### config.mk
export PLATFORM = sky130hd
export DESIGN_NAME = tlul_reg_responder
export DESIGN_NICKNAME = d
export VERILOG_FILES = /design/src/rtl/tlul_pkg.sv /design/src/rtl/tlul_reg_responder.sv
export SDC_FILE = /design/constraint.sdc
export NUM_CORES = 1
export LEC_CHECK = 0
export BUFFER_PORTS_ARGS = -buffer_cell sky130_fd_sc_hd__buf_2
export CAP_MARGIN = 5
export CORE_ASPECT_RATIO = 1.25
export CORE_MARGIN = 1
export CORE_UTILIZATION = 40
export DETAILED_ROUTE_END_ITERATION = 12
export PLACE_DENSITY_LB_ADDON = 0.1
export SYNTH_ARGS = -nofsm -noshare
export SYNTH_HDL_FRONTEND = slang
export SYNTH_SLANG_ARGS = --single-unit
### constraint.sdc
create_clock -name clk_i -period 1.6 [get_ports clk_i]
set_input_delay 0.16 -clock clk_i [delete_from_list [all_inputs] [get_ports clk_i]]
set_output_delay 0.16 -clock clk_i [all_outputs]
set_load 0.03 [all_outputs]
### src/rtl/tlul_pkg.sv
// TL-UL bus payload types, opcodes and response constants shared by the register responder.
// TLUL_RSP_INTG_EN additionally provides the inverted SECDED encoders used for response integrity.
package tlul_pkg;

    localparam int unsigned TlAw   = 32;
    localparam int unsigned TlDw   = 32;
    localparam int unsigned TlDbw  = 4;
    localparam int unsigned TlAiw  = 8;
    localparam int unsigned TlDiw  = 1;
    localparam int unsigned TlSzw  = 2;
    localparam int unsigned TlOpw  = 3;
    localparam int unsigned IntgW  = 7;

    // A-channel opcodes
    localparam logic [TlOpw-1:0] PutFullData    = 3'h0;
    localparam logic [TlOpw-1:0] PutPartialData = 3'h1;
    localparam logic [TlOpw-1:0] Get            = 3'h4;

    // D-channel opcodes
    localparam logic [TlOpw-1:0] AccessAck      = 3'h0;
    localparam logic [TlOpw-1:0] AccessAckData  = 3'h1;

    localparam logic [TlDw-1:0] DataWhenError      = 32'hFFFF_FFFF;
    localparam logic [TlDw-1:0] DataWhenInstrError = 32'h0000_0000;

    typedef struct packed {
        logic [3:0]       instr_type;
        logic [IntgW-1:0] cmd_intg;
        logic [IntgW-1:0] data_intg;
    } tl_a_user_t;

    typedef struct packed {
        logic             a_valid;
        logic [TlOpw-1:0] a_opcode;
        logic [2:0]       a_param;
        logic [TlSzw-1:0] a_size;
        logic [TlAiw-1:0] a_source;
        logic [TlAw-1:0]  a_address;
        logic [TlDbw-1:0] a_mask;
        logic [TlDw-1:0]  a_data;
        tl_a_user_t       a_user;
        logic             d_ready;
    } tl_h2d_t;

    typedef struct packed {
        logic [IntgW-1:0] rsp_intg;
        logic [IntgW-1:0] data_intg;
    } tl_d_user_t;

    typedef struct packed {
        logic             d_valid;
        logic [TlOpw-1:0] d_opcode;
        logic [2:0]       d_param;
        logic [TlSzw-1:0] d_size;
        logic [TlAiw-1:0] d_source;
        logic [TlDiw-1:0] d_sink;
        logic [TlDw-1:0]  d_data;
        tl_d_user_t       d_user;
        logic             d_error;
        logic             a_ready;
    } tl_d2h_t;

    typedef struct packed {
        logic [TlOpw-1:0] opcode;
        logic [TlSzw-1:0] size;
        logic             error;
    } tl_d2h_rsp_intg_t;

    localparam tl_d_user_t TL_D_USER_DEFAULT = '{rsp_intg: '1, data_intg: '1};

`ifdef TLUL_RSP_INTG_EN
    function automatic logic [63:0] prim_secded_inv_64_57_enc(input logic [56:0] data_i);
        logic [63:0] cw;
        cw     = 64'(data_i);
        cw[57] = ^(cw & 64'h0103FFF800007FFF);
        cw[58] = ^(cw & 64'h017C1FF801FF801F);
        cw[59] = ^(cw & 64'h01BDE1F87E0781E1);
        cw[60] = ^(cw & 64'h01DEEE3B8E388E22);
        cw[61] = ^(cw & 64'h01EF76CDB2C93244);
        cw[62] = ^(cw & 64'h01F7BB56D5525488);
        cw[63] = ^(cw & 64'h01FBDDA769A46910);
        cw     = cw ^ 64'h5400000000000000;
        return cw;
    endfunction

    function automatic logic [38:0] prim_secded_inv_39_32_enc(input logic [31:0] data_i);
        logic [38:0] cw;
        cw     = 39'(data_i);
        cw[32] = ^(cw & 39'h002606BD25);
        cw[33] = ^(cw & 39'h00DEBA8050);
        cw[34] = ^(cw & 39'h00413D89AA);
        cw[35] = ^(cw & 39'h0031234ED1);
        cw[36] = ^(cw & 39'h00C2C1323B);
        cw[37] = ^(cw & 39'h002DCC624C);
        cw[38] = ^(cw & 39'h0098505586);
        cw     = cw ^ 39'h2A00000000;
        return cw;
    endfunction
`endif

endpackage

### src/rtl/tlul_reg_responder.sv
// TL-UL leaf responder: one outstanding request turned into a single register read/write strobe.
// Define TLUL_RSP_INTG_EN to drive d_user with SECDED response/data integrity instead of the default.
module tlul_reg_responder
    import tlul_pkg::*;
#(
    parameter int unsigned RegAw = 8
) (
    input  logic             clk_i,
    input  logic             rst_ni,
    input  tl_h2d_t          tl_i,
    output tl_d2h_t          tl_o,
    output logic             reg_we_o,
    output logic             reg_re_o,
    output logic [RegAw-1:0] reg_addr_o,
    output logic [31:0]      reg_wdata_o,
    output logic [3:0]       reg_be_o,
    input  logic [31:0]      reg_rdata_i,
    input  logic             reg_error_i,
    input  logic             reg_busy_i
);

    localparam int unsigned WordAw = RegAw - 2;

    typedef enum logic [1:0] {
        StIdle,
        StAccess,
        StResp
    } state_e;

    state_e              state_q, state_d;
    logic [TlOpw-1:0]    opcode_q, opcode_d;
    logic [TlSzw-1:0]    size_q, size_d;
    logic [TlAiw-1:0]    source_q, source_d;
    logic [WordAw-1:0]   waddr_q, waddr_d;
    logic [TlDbw-1:0]    mask_q, mask_d;
    logic [TlDw-1:0]     wdata_q, wdata_d;
    logic                we_q, we_d;
    logic                re_q, re_d;
    logic                dvalid_q, dvalid_d;
    logic                derror_q, derror_d;
    logic [TlDw-1:0]     ddata_q, ddata_d;

    logic                req_get, req_put, chk_instr, chk_err;
    logic [TlOpw-1:0]    rsp_opcode;
    tl_d_user_t          d_user;
    logic                unused_tl;

    // Whole request is observed; unneeded fields (param, upper address, A-side integrity) are sunk here.
    assign unused_tl = ^tl_i;

    // Request legality checks, evaluated on the accepting cycle
    always_comb begin
        req_get   = (tl_i.a_opcode == Get);
        req_put   = (tl_i.a_opcode == PutFullData) || (tl_i.a_opcode == PutPartialData);
        chk_instr = (tl_i.a_user.instr_type != 4'h0);
        chk_err   = !(req_get || req_put)
                  || (tl_i.a_size > 2'd2)
                  || (tl_i.a_address[1:0] != 2'b00)
                  || ((tl_i.a_opcode == PutFullData) && (tl_i.a_mask != 4'hF))
                  || (req_put && (tl_i.a_mask == 4'h0))
                  || chk_instr;
    end

    always_ff @(posedge clk_i or negedge rst_ni) begin
        if (!rst_ni) begin
            state_q  <= StIdle;
            opcode_q <= '0;
            size_q   <= '0;
            source_q <= '0;
            waddr_q  <= '0;
            mask_q   <= '0;
            wdata_q  <= '0;
            we_q     <= 1'b0;
            re_q     <= 1'b0;
            dvalid_q <= 1'b0;
            derror_q <= 1'b0;
            ddata_q  <= '0;
        end else begin
            state_q  <= state_d;
            opcode_q <= opcode_d;
            size_q   <= size_d;
            source_q <= source_d;
            waddr_q  <= waddr_d;
            mask_q   <= mask_d;
            wdata_q  <= wdata_d;
            we_q     <= we_d;
            re_q     <= re_d;
            dvalid_q <= dvalid_d;
            derror_q <= derror_d;
            ddata_q  <= ddata_d;
        end
    end

    always_comb begin
        state_d  = state_q;
        opcode_d = opcode_q;
        size_d   = size_q;
        source_d = source_q;
        waddr_d  = waddr_q;
        mask_d   = mask_q;
        wdata_d  = wdata_q;
        we_d     = we_q;
        re_d     = re_q;
        dvalid_d = dvalid_q;
        derror_d = derror_q;
        ddata_d  = ddata_q;

        unique case (state_q)
            StIdle: begin
                if (tl_i.a_valid) begin
                    opcode_d = tl_i.a_opcode;
                    size_d   = tl_i.a_size;
                    source_d = tl_i.a_source;
                    waddr_d  = tl_i.a_address[RegAw-1:2];
                    mask_d   = tl_i.a_mask;
                    wdata_d  = tl_i.a_data;
                    if (chk_err) begin
                        // Malformed request skips the register access entirely
                        state_d  = StResp;
                        dvalid_d = 1'b1;
                        derror_d = 1'b1;
                        if (!req_get)       ddata_d = '0;
                        else if (chk_instr) ddata_d = DataWhenInstrError;
                        else                ddata_d = DataWhenError;
                    end else begin
                        state_d = StAccess;
                        re_d    = req_get;
                        we_d    = req_put;
                    end
                end
            end
            StAccess: begin
                if (!reg_busy_i) begin
                    state_d  = StResp;
                    re_d     = 1'b0;
                    we_d     = 1'b0;
                    dvalid_d = 1'b1;
                    derror_d = reg_error_i;
                    if (opcode_q != Get) ddata_d = '0;
                    else if (reg_error_i) ddata_d = DataWhenError;
                    else                  ddata_d = reg_rdata_i;
                end
            end
            StResp: begin
                if (tl_i.d_ready) begin
                    state_d  = StIdle;
                    dvalid_d = 1'b0;
                end
            end
            default: begin
                state_d = StIdle;
            end
        endcase
    end

    assign rsp_opcode = (opcode_q == Get) ? AccessAckData : AccessAck;

`ifdef TLUL_RSP_INTG_EN
    tl_d2h_rsp_intg_t rsp_intg;
    logic [63:0]      rsp_cw;
    logic [38:0]      data_cw;
    logic             unused_cw;

    assign rsp_intg  = '{opcode: rsp_opcode, size: size_q, error: derror_q};
    assign rsp_cw    = prim_secded_inv_64_57_enc(57'(rsp_intg));
    assign data_cw   = prim_secded_inv_39_32_enc(ddata_q);
    assign d_user    = '{rsp_intg: rsp_cw[63:57], data_intg: data_cw[38:32]};
    assign unused_cw = ^{rsp_cw[56:0], data_cw[31:0]};
`else
    assign d_user = TL_D_USER_DEFAULT;
`endif

    always_comb begin
        tl_o          = '0;
        tl_o.d_valid  = dvalid_q;
        tl_o.d_opcode = rsp_opcode;
        tl_o.d_param  = 3'd0;
        tl_o.d_size   = size_q;
        tl_o.d_source = source_q;
        tl_o.d_sink   = '0;
        tl_o.d_data   = ddata_q;
        tl_o.d_user   = d_user;
        tl_o.d_error  = derror_q;
        tl_o.a_ready  = (state_q == StIdle);
    end

    assign reg_we_o    = we_q;
    assign reg_re_o    = re_q;
    assign reg_addr_o  = {waddr_q, 2'b00};
    assign reg_wdata_o = wdata_q;
    assign reg_be_o    = mask_q;

endmodule
Word-level counts from Yosys, hierarchy flattened
Cells that the tools add are included.
{ "totals": {"output_inout_bits": 112, "in_bits": 140, "reg_bits": 93, "elab_cells": 75} }
{ "classes": {"n_reduce_logical": 22, "n_mux": 28, "eq_ne": 12, "n_lt_le_gt_ge": 1} }
{ "ops": {"columns": ["cell", "n"], "rows": [
  ["2-to-1 mux 32 bit", 7],
  ["one-hot mux 32 bit (2 select lines)", 1],
  ["2-to-1 mux 1 bit", 11],
  ["2-to-1 mux 2 bit", 4],
  ["!= test 2 bit (second input constant)", 4],
  ["AND reduction 4 bit", 2],
  ["logical OR 1 bit", 7],
  ["equality test 3 bit (second input constant)", 2],
  ["one-hot mux 1 bit (2 select lines)", 3],
  ["one-hot mux 2 bit (3 select lines)", 1],
  ["AND reduction 5 bit", 1],
  ["logical NOT 4 bit", 1],
  ["!= test 4 bit (second input constant)", 1],
  ["nonzero test 2 bit", 2],
  ["nonzero test 4 bit", 1],
  ["equality test 3 x 1 -> 1 bit (second input constant)", 1],
  ["logical NOT 3 bit", 1],
  ["!= test 3 bit (second input constant)", 1],
  ["one-hot mux 1 bit (3 select lines)", 1],
  ["AND reduction 3 bit", 1],
  ["nonzero test 3 bit", 1],
  ["equality test 2 x 1 -> 1 bit (second input constant)", 1],
  ["equality test 2 bit (second input constant)", 1],
  ["greater-than comparator 2 bit (second input constant)", 1],
  ["5 further kinds", 6]
]} }

Longest topological paths before layout
Gate-level depths: netlist of the first run.
{ "depth": {"depth_word": 12, "ltp_mapped": 6, "ltp_nobuf": 4} }

Worst setup path after synthesis of the first run
OpenSTA, ideal clock, no wires.
{ "synth_path": {"path_kind": "reg-to-reg", "start": "register state_q[1]", "end": "register opcode_q[0]", "path_stages_with_launch": 7, "setup_slack_ns": -0.514, "arrival_ns": 1.989, "period_less_slack_ns": 2.114, "cell_sequence": "dfrtp_1 buf_2 nor2_1 and2_1 buf_2 buf_2 mux2_2"} }
{ "synth_rtl": {"columns": ["item", "line_no", "source"], "rows": [
  ["from (decl)", "tlul_reg_responder.sv:30", "state_e state_q, state_d;"],
  ["from (signal assigned)", "tlul_reg_responder.sv:66", "state_q <= StIdle;"],
  ["from (signal assigned)", "tlul_reg_responder.sv:79", "state_q <= state_d;"],
  ["to (signal assigned)", "tlul_reg_responder.sv:80", "opcode_q <= opcode_d;"],
  ["to (decl)", "tlul_reg_responder.sv:31", "logic [TlOpw-1:0] opcode_q, opcode_d;"]
]} }

Final worst setup path of the first run
{ "layout_path": {"start": "register state_q[0]", "end": "register ddata_q[7]"} }
{ "layout_between": {"elab_chain_cells": 3, "word_cells_on_any_way": 8} }
{ "layout_rtl": {"columns": ["item", "line_no", "source"], "rows": [
  ["equality test 2 x 1 -> 1 bit or logical NOT 2 bit (tied branches)", "tlul_reg_responder.sv:108", "unique case (state_q)"],
  ["!= test 2 bit (no source line), or another cell as far along", null, null],
  ["AND reduction 4 bit (no source line)", null, null],
  ["to (signal assigned)", "tlul_reg_responder.sv:90", "ddata_q <= ddata_d;"],
  ["to (decl)", "tlul_reg_responder.sv:41", "logic [TlDw-1:0] ddata_q, ddata_d;"]
]} }
Parallel ways exist; a longest one is shown, timed or not.
A chain may end at the register's enable or synchronous reset.

==> reports/qor.txt, run 1 <==
DRC -> 0
Via density -> 4.83
worst-case reg-to-reg path depth -> 8
first-pass GRT wire length -> 17200 µm
Reg clk slew, reported paths -> 60 ps
CTS tree -> built
vias in the first global route -> 3442
RSZ-0062 raised after global routing -> yes
worst setup path category -> reg2reg
min Tclk post-route -> 1680 ps
initial antenna violation count -> 0
busiest grt layer -> met2
Final setup viols -> 79
CTS Root Cell -> clkbuf_16
initial core utilization -> 41.8%
CP Launch Type -> flip-flop
Max clock buf depth -> 2
post-synthesis sequential area ratio -> 54.3%
die width -> 94.6 µm
Arrival @ worst endpoint -> 1890 ps
Worst Skew -> 6.81 ps
top cells by area, synth -> dfrtp_1 (54%), mux2_2 (15%), mux2_4 (10%)
GR Util met1 -> 25.3%
via count -> 3329
cells after synthesis -> 335
fin. max-slew vios -> 0
PwrDens -> 1170 mW/mm²
leading area contributor after synthesis -> dfrtp_1
GR Overflow Total -> 0
final hold vios -> 0
maximum vdd drop -> 679 µV
Min-Delay Path Depth -> 2
drt wl/cell -> 15.4 µm
crit path capture type -> flip-flop
die height -> 118 µm
HP Class -> in2reg
Tot GR Track Use -> 19.8%
CP required -> 1810 ps
Clock Latency Late Sink -> 330 ps
Iteration-0 DRC Markers -> 80
WL final -> 10600 µm
Syn-to-layout area delta -> 48.2%
Yosys warning total -> 0
TritonCTS buffer count -> 9
Yosys cell types -> 32
largest net degree at the start of global routing -> 43
failing checks -> negative setup slack
hpwl dp -> 7290 µm
Fmax achieved -> 0.596 GHz
Antenna diodes -> 0
Port Buffer Count -> 188
Max-Cap Viols -> 0
Core Util, Final -> 61.9%
fin nets -> 695
RePlAce Congestion -> 0.739
Max FO, Critical Path -> 6
commonest non-fill, non-tap cell in the layout -> buf_2
Final Cycle Share -> 105%
Post-DRT Antenna Nets -> 0
num ports -> 252
top cell type's share of synthesized area -> 54.3%
Die ar. -> 0.0111 mm²
depth of the CTS H-tree -> 3
final worst slack -> -77.6 ps
routing usage on met3 -> 3.81%
grt met2 use -> 32.9%
syn_area_per_cell -> 12.8 µm²
Rows -> 41
Yosys reg bits -> 93
Core Area -> 0.0103 mm²
most frequent cells in the layout -> buf_2 (186), dfrtp_1 (92), mux2_4 (86)
share of cells above drive strength 1 -> 61.4%
cell area after synthesis -> 0.00429 mm²
status -> finished, violations left
drt pass-1 iters -> 4
Final Power -> 7.45 mW
Leak -> 3.38 nW
Sink Count -> 93
[routing by layer]
layer | up-vias | part of all wire, % | wire [µm]
li1 | 1551 | - | -
met1 | 1631 | 43 | 4520
met2 | 135 | 49 | 5250
met3 | 12 | 6.6 | 705
met4 | 0 | 1.3 | 143
met5 | - | 0 | 0
[state kept, by name, indices dropped and copies added, names as in the netlist, 2 cells and up]
name and flops:
ddata_q 32, opcode_q 3, reg_be_o 4, reg_wdata_o 32
size_q 2, source_q 8, state_q 2, waddr_q 6
[cells by family (layout without fill, tap and decap cells)]
group	Yosys count	in the layout	synth area share, %
flops	93	93	54.3
other cells	2	22	0.175
buf+inv	47	252	6.94
mux	87	87	25.4
simple gates	61	61	7.03
compound gates	45	45	6.19
[through the flow]
stage	cells	setup TNS (ps)	setup WS, ps	hold WS (ps)	instance area (µm²)
global placement	655	-5260	-177	86.1	5720
detailed placement	655	-5630	-194	87.0	5720
finish	689	-2530	-77.6	55.0	6350
floorplan	355	-3180	-69.5	-136	4640
global route	689	-7110	-128	44.8	6350
CTS	690	-1490	-64.5	44.4	6370
[Yosys cell counts (all sizes together)]
cell    number
a21oi        4
o311ai       2
dfrtp       93
nor4         1
o21ai       32
or4          1
a22oi        1
nor2        35
o32ai        1
mux2        87
conb         2
a22o         1
a21o         2
nand3b       3
or3          1
nand2b       3
clkbuf      11
nand4        3
nor3b        2
buf         34
o22ai        1
nor3         5
a31oi        1
inv          2
and2         2
nand2        4
nor2b        1
[report_power, final]
part | leakage, nW | switching (mW) | internal, mW
logic | 2.08 | 1.29 | 1.06
registers | 1.15 | 0.197 | 2.69
clock network | 0.153 | 0.847 | 1.36
total | 3.38 | 2.33 | 5.12
[final cells by class]
class / instances / area, µm²
Tap cell: 129 / 161
Multi-Input combinational cell: 215 / 1990
Clock inverter: 5 / 75.1
Fill cell: 890 / 3910
Timing Repair Buffer: 234 / 1560
Clock buffer: 11 / 233
Inverter: 2 / 7.51
Sequential cell: 93 / 2330
[path summary, 6_finish.rpt]
kind | start | endpoint | slack, ps
min in group asynchronous | rst_ni | reg_wdata_o[11] | 270
max in group asynchronous | rst_ni | state_q[0] | 760
hold / removal | tl_i[87] | source_q[0] | 60
setup reg to reg | state_q[0] | ddata_q[7] | -80
hold reg to reg | reg_wdata_o[2] | reg_wdata_o[2] | 500
setup / recovery | state_q[0] | ddata_q[7] | -80
[worst max-delay path: stages (launching register included)]
cell     delay (ps)
dfrtp_2         420
buf_6           120
buf_6           120
nor2_4          100
buf_6           110
a31oi_4          90
buf_6           160
buf_12          130
mux2_4          300
[what timing repair did]
| action | in CTS | in global routing |
|---|---|---|
| hold buffers | 1 | 0 |
| endpoints found under the hold margin | 22 | 0 |
| setup endpoints to repair | 32 | 88 |
| resized for setup | 26 | 5 |
| gates cloned | 6 | 1 |
| buffers inserted | 13 | 0 |
| pin swaps | 4 | 3 |
(Power assumes the default switching activity.)
==> inputs of run 2 (changes only) <==
--- a/config.mk
+++ b/config.mk
@@ -7,11 +7,11 @@
 export LEC_CHECK = 0
 export BUFFER_PORTS_ARGS = -buffer_cell sky130_fd_sc_hd__buf_2
 export CAP_MARGIN = 5
-export CORE_ASPECT_RATIO = 1.25
 export CORE_MARGIN = 1
-export CORE_UTILIZATION = 40
+export CORE_UTILIZATION = 47
 export DETAILED_ROUTE_END_ITERATION = 12
 export PLACE_DENSITY_LB_ADDON = 0.1
+export SETUP_SLACK_MARGIN = 0.4
 export SYNTH_ARGS = -nofsm -noshare
 export SYNTH_HDL_FRONTEND = slang
 export SYNTH_SLANG_ARGS = --single-unit
==> constraint.sdc (replaced) <==
create_clock -name clk_i -period 2 [get_ports clk_i]
set_input_delay 0.2 -clock clk_i [delete_from_list [all_inputs] [get_ports clk_i]]
set_output_delay 0.2 -clock clk_i [all_outputs]
set_load 0.03 [all_outputs]
==> run 2 against run 1 <==
The flow now finishes without violations. Via count grew 0.33%. Wire length increased by 0.40%. Hold slack better by 4.5 ps. Die area is 15% lower. Utilization is 8.0 points higher. Maximum frequency down 3.9%. Largest cell class unchanged. Clock power shrank 41%. Register-to-register slack gained 330 ps.
==> reports/qor.txt, run 2 (same netlist as run 1, synthesis figures left out) <==
R2R Path Start -> state_q[0]
CP Launch Type -> flip-flop
drt pass-1 iters -> 4
Core Area -> 0.00876 mm²
Antenna diodes -> 0
drt wl/cell -> 16.2 µm
Clock Latency Late Sink -> 360 ps
final setup TNS -> 0 ps
PwrDens -> 898 mW/mm²
Post-DRT Antenna Nets -> 0
most frequent cells in the layout -> buf_2 (186), dfrtp_1 (92), mux2_4 (79)
fin. max-slew vios -> 0
depth of the CTS H-tree -> 3
maximum vdd drop -> 594 µV
crit path cell chain -> nand2b_4 -> a21o_1 -> a31oi_4 -> buf_6 -> clkbuf_16 -> mux2_4
Syn-to-layout area delta -> 42.9%
Max-Cap Viols -> 0
DRC -> 0
initial core utilization -> 48.9%
Sink Count -> 93
Worst Max-Slew Pin Slew -> 592 ps
crit path capture type -> flip-flop
TritonCTS buffer count -> 9
Die ar. -> 0.00951 mm²
Leak -> 3.27 nW
fin nets -> 685
RSZ-0062 raised after global routing -> yes
die height -> 97.5 µm
Top delay family on crit path -> compound AO/OA/AOI/OAI gates
final hold vios -> 0
first-pass GRT wire length -> 16900 µm
largest net degree at the start of global routing -> 40
share of cells above drive strength 1 -> 61.1%
num ports -> 252
Final Cycle Share -> 87.3%
vias in the first global route -> 3303
critical path's largest stage delay -> 420 ps
initial antenna violation count -> 0
Port Buffer Count -> 188
Via density -> 5.08
critical path's slowest cell -> dfrtp_1
relative slew slack -> 60.6%
CTS tree -> built
Setup crit start -> state_q[0]
Hold Path Origin -> tl_i[27]
Worst Skew -> 13.4 ps
worst setup path category -> reg2reg
Tot GR Track Use -> 22.4%
Max FO, Critical Path -> 4
Max clock buf depth -> 2
hpwl dp -> 7050 µm
Final setup viols -> 0
die width -> 97.5 µm
Reg clk slew, reported paths -> 100 ps
Rows -> 34
HP Class -> in2reg
Iteration-0 DRC Markers -> 67
Fmax achieved -> 0.573 GHz
hold slack -> 59.6 ps
CTS Root Cell -> clkbuf_8
WL final -> 10700 µm
commonest non-fill, non-tap cell in the layout -> buf_2
Worst Path Buf+Inv -> 2
Arrival @ worst endpoint -> 2000 ps
RePlAce Congestion -> 0.722
status -> complete, no violations
min Tclk post-route -> 1750 ps
CP required -> 2250 ps
via count -> 3340
GR Overflow Total -> 0
-- run 2: cell count changes in the layout (fill, tap and decap cells not counted), moves of 5 or more --
| cell | delta |
|---|---|
| clkbuf_16 | -7 |
| buf_6 | -5 |
| mux2_2 | +7 |
| mux2_4 | -7 |
| buf_4 | -5 |
| clkbuf_8 | +10 |
-- run 2: final timing paths --
check	endpoint	slack, ps	cells after the start
max	ddata_q[13]	250	6
min	reg_wdata_o[8]	60	2
max reg2reg	ddata_q[13]	250	6
min reg2reg	reg_be_o[2]	510	1
max in group asynchronous	source_q[6]	990	3
min in group asynchronous	reg_wdata_o[15]	320	2
-- run 2: area by class of cell --
| class | count | area, µm² |
|---|---|---|
| tap | 108 | 135 |
| sequential | 93 | 2330 |
| fill | 678 | 2640 |
| timing repair buffer | 224 | 1490 |
| multi-input combinational | 215 | 1960 |
| clock buffer | 10 | 138 |
| inverter | 2 | 7.51 |
| clock inverter | 6 | 70.1 |
-- run 2: power by group --
part | switching, mW | internal (mW) | leakage, nW | total, mW
sequential | 0.164 | 2.15 | 1.15 | 2.31
clock | 0.683 | 0.624 | 0.107 | 1.31
combinational | 1.03 | 0.849 | 2.01 | 1.88
-- run 2: through the flow --
| step | std cells | total power [mW] | setup slack (ps) | util [%] | cell area, µm² |
|---|---|---|---|---|---|
| after floorplan | 355 | 3.59 | 291 | - | 4640 |
| after global placement | 619 | 4.03 | 129 | 63.1 | 5530 |
| after detailed placement | 619 | 4.06 | 111 | 63.1 | 5530 |
| after CTS | 650 | 5.50 | 281 | 68.5 | 6000 |
| after global routing | 658 | 5.74 | 187 | 69.9 | 6130 |
| final | 658 | 5.50 | 255 | 69.9 | 6130 |
-- run 2: worst register-to-register path, delay by kind of cell (launching register included) --
kind	cells	cell delay [ps]
multiplexers	1	290
AO/OA/AOI/OAI	2	460
buffers and inverters	2	310
AND/OR/NAND/NOR	1	160
flip-flops	1	420
-- run 2: routing by layer --
layer | vias to the layer above | track usage [%] | routed length, µm
li1 | 1536 | - | -
met1 | 1655 | 30.0 | 4740
met2 | 130 | 36.3 | 5200
met3 | 19 | 4.24 | 513
met4 | 0 | 7.92 | 209
met5 | - | 0 | 0
-- run 2: what timing repair did --
action,CTS,global route
cloned,4,3
hold buffers,1,0
buffers inserted,10,5
endpoints found under the hold margin,30,0
setup endpoints to repair,66,75
pin swaps,3,2
gates resized for setup,10,4
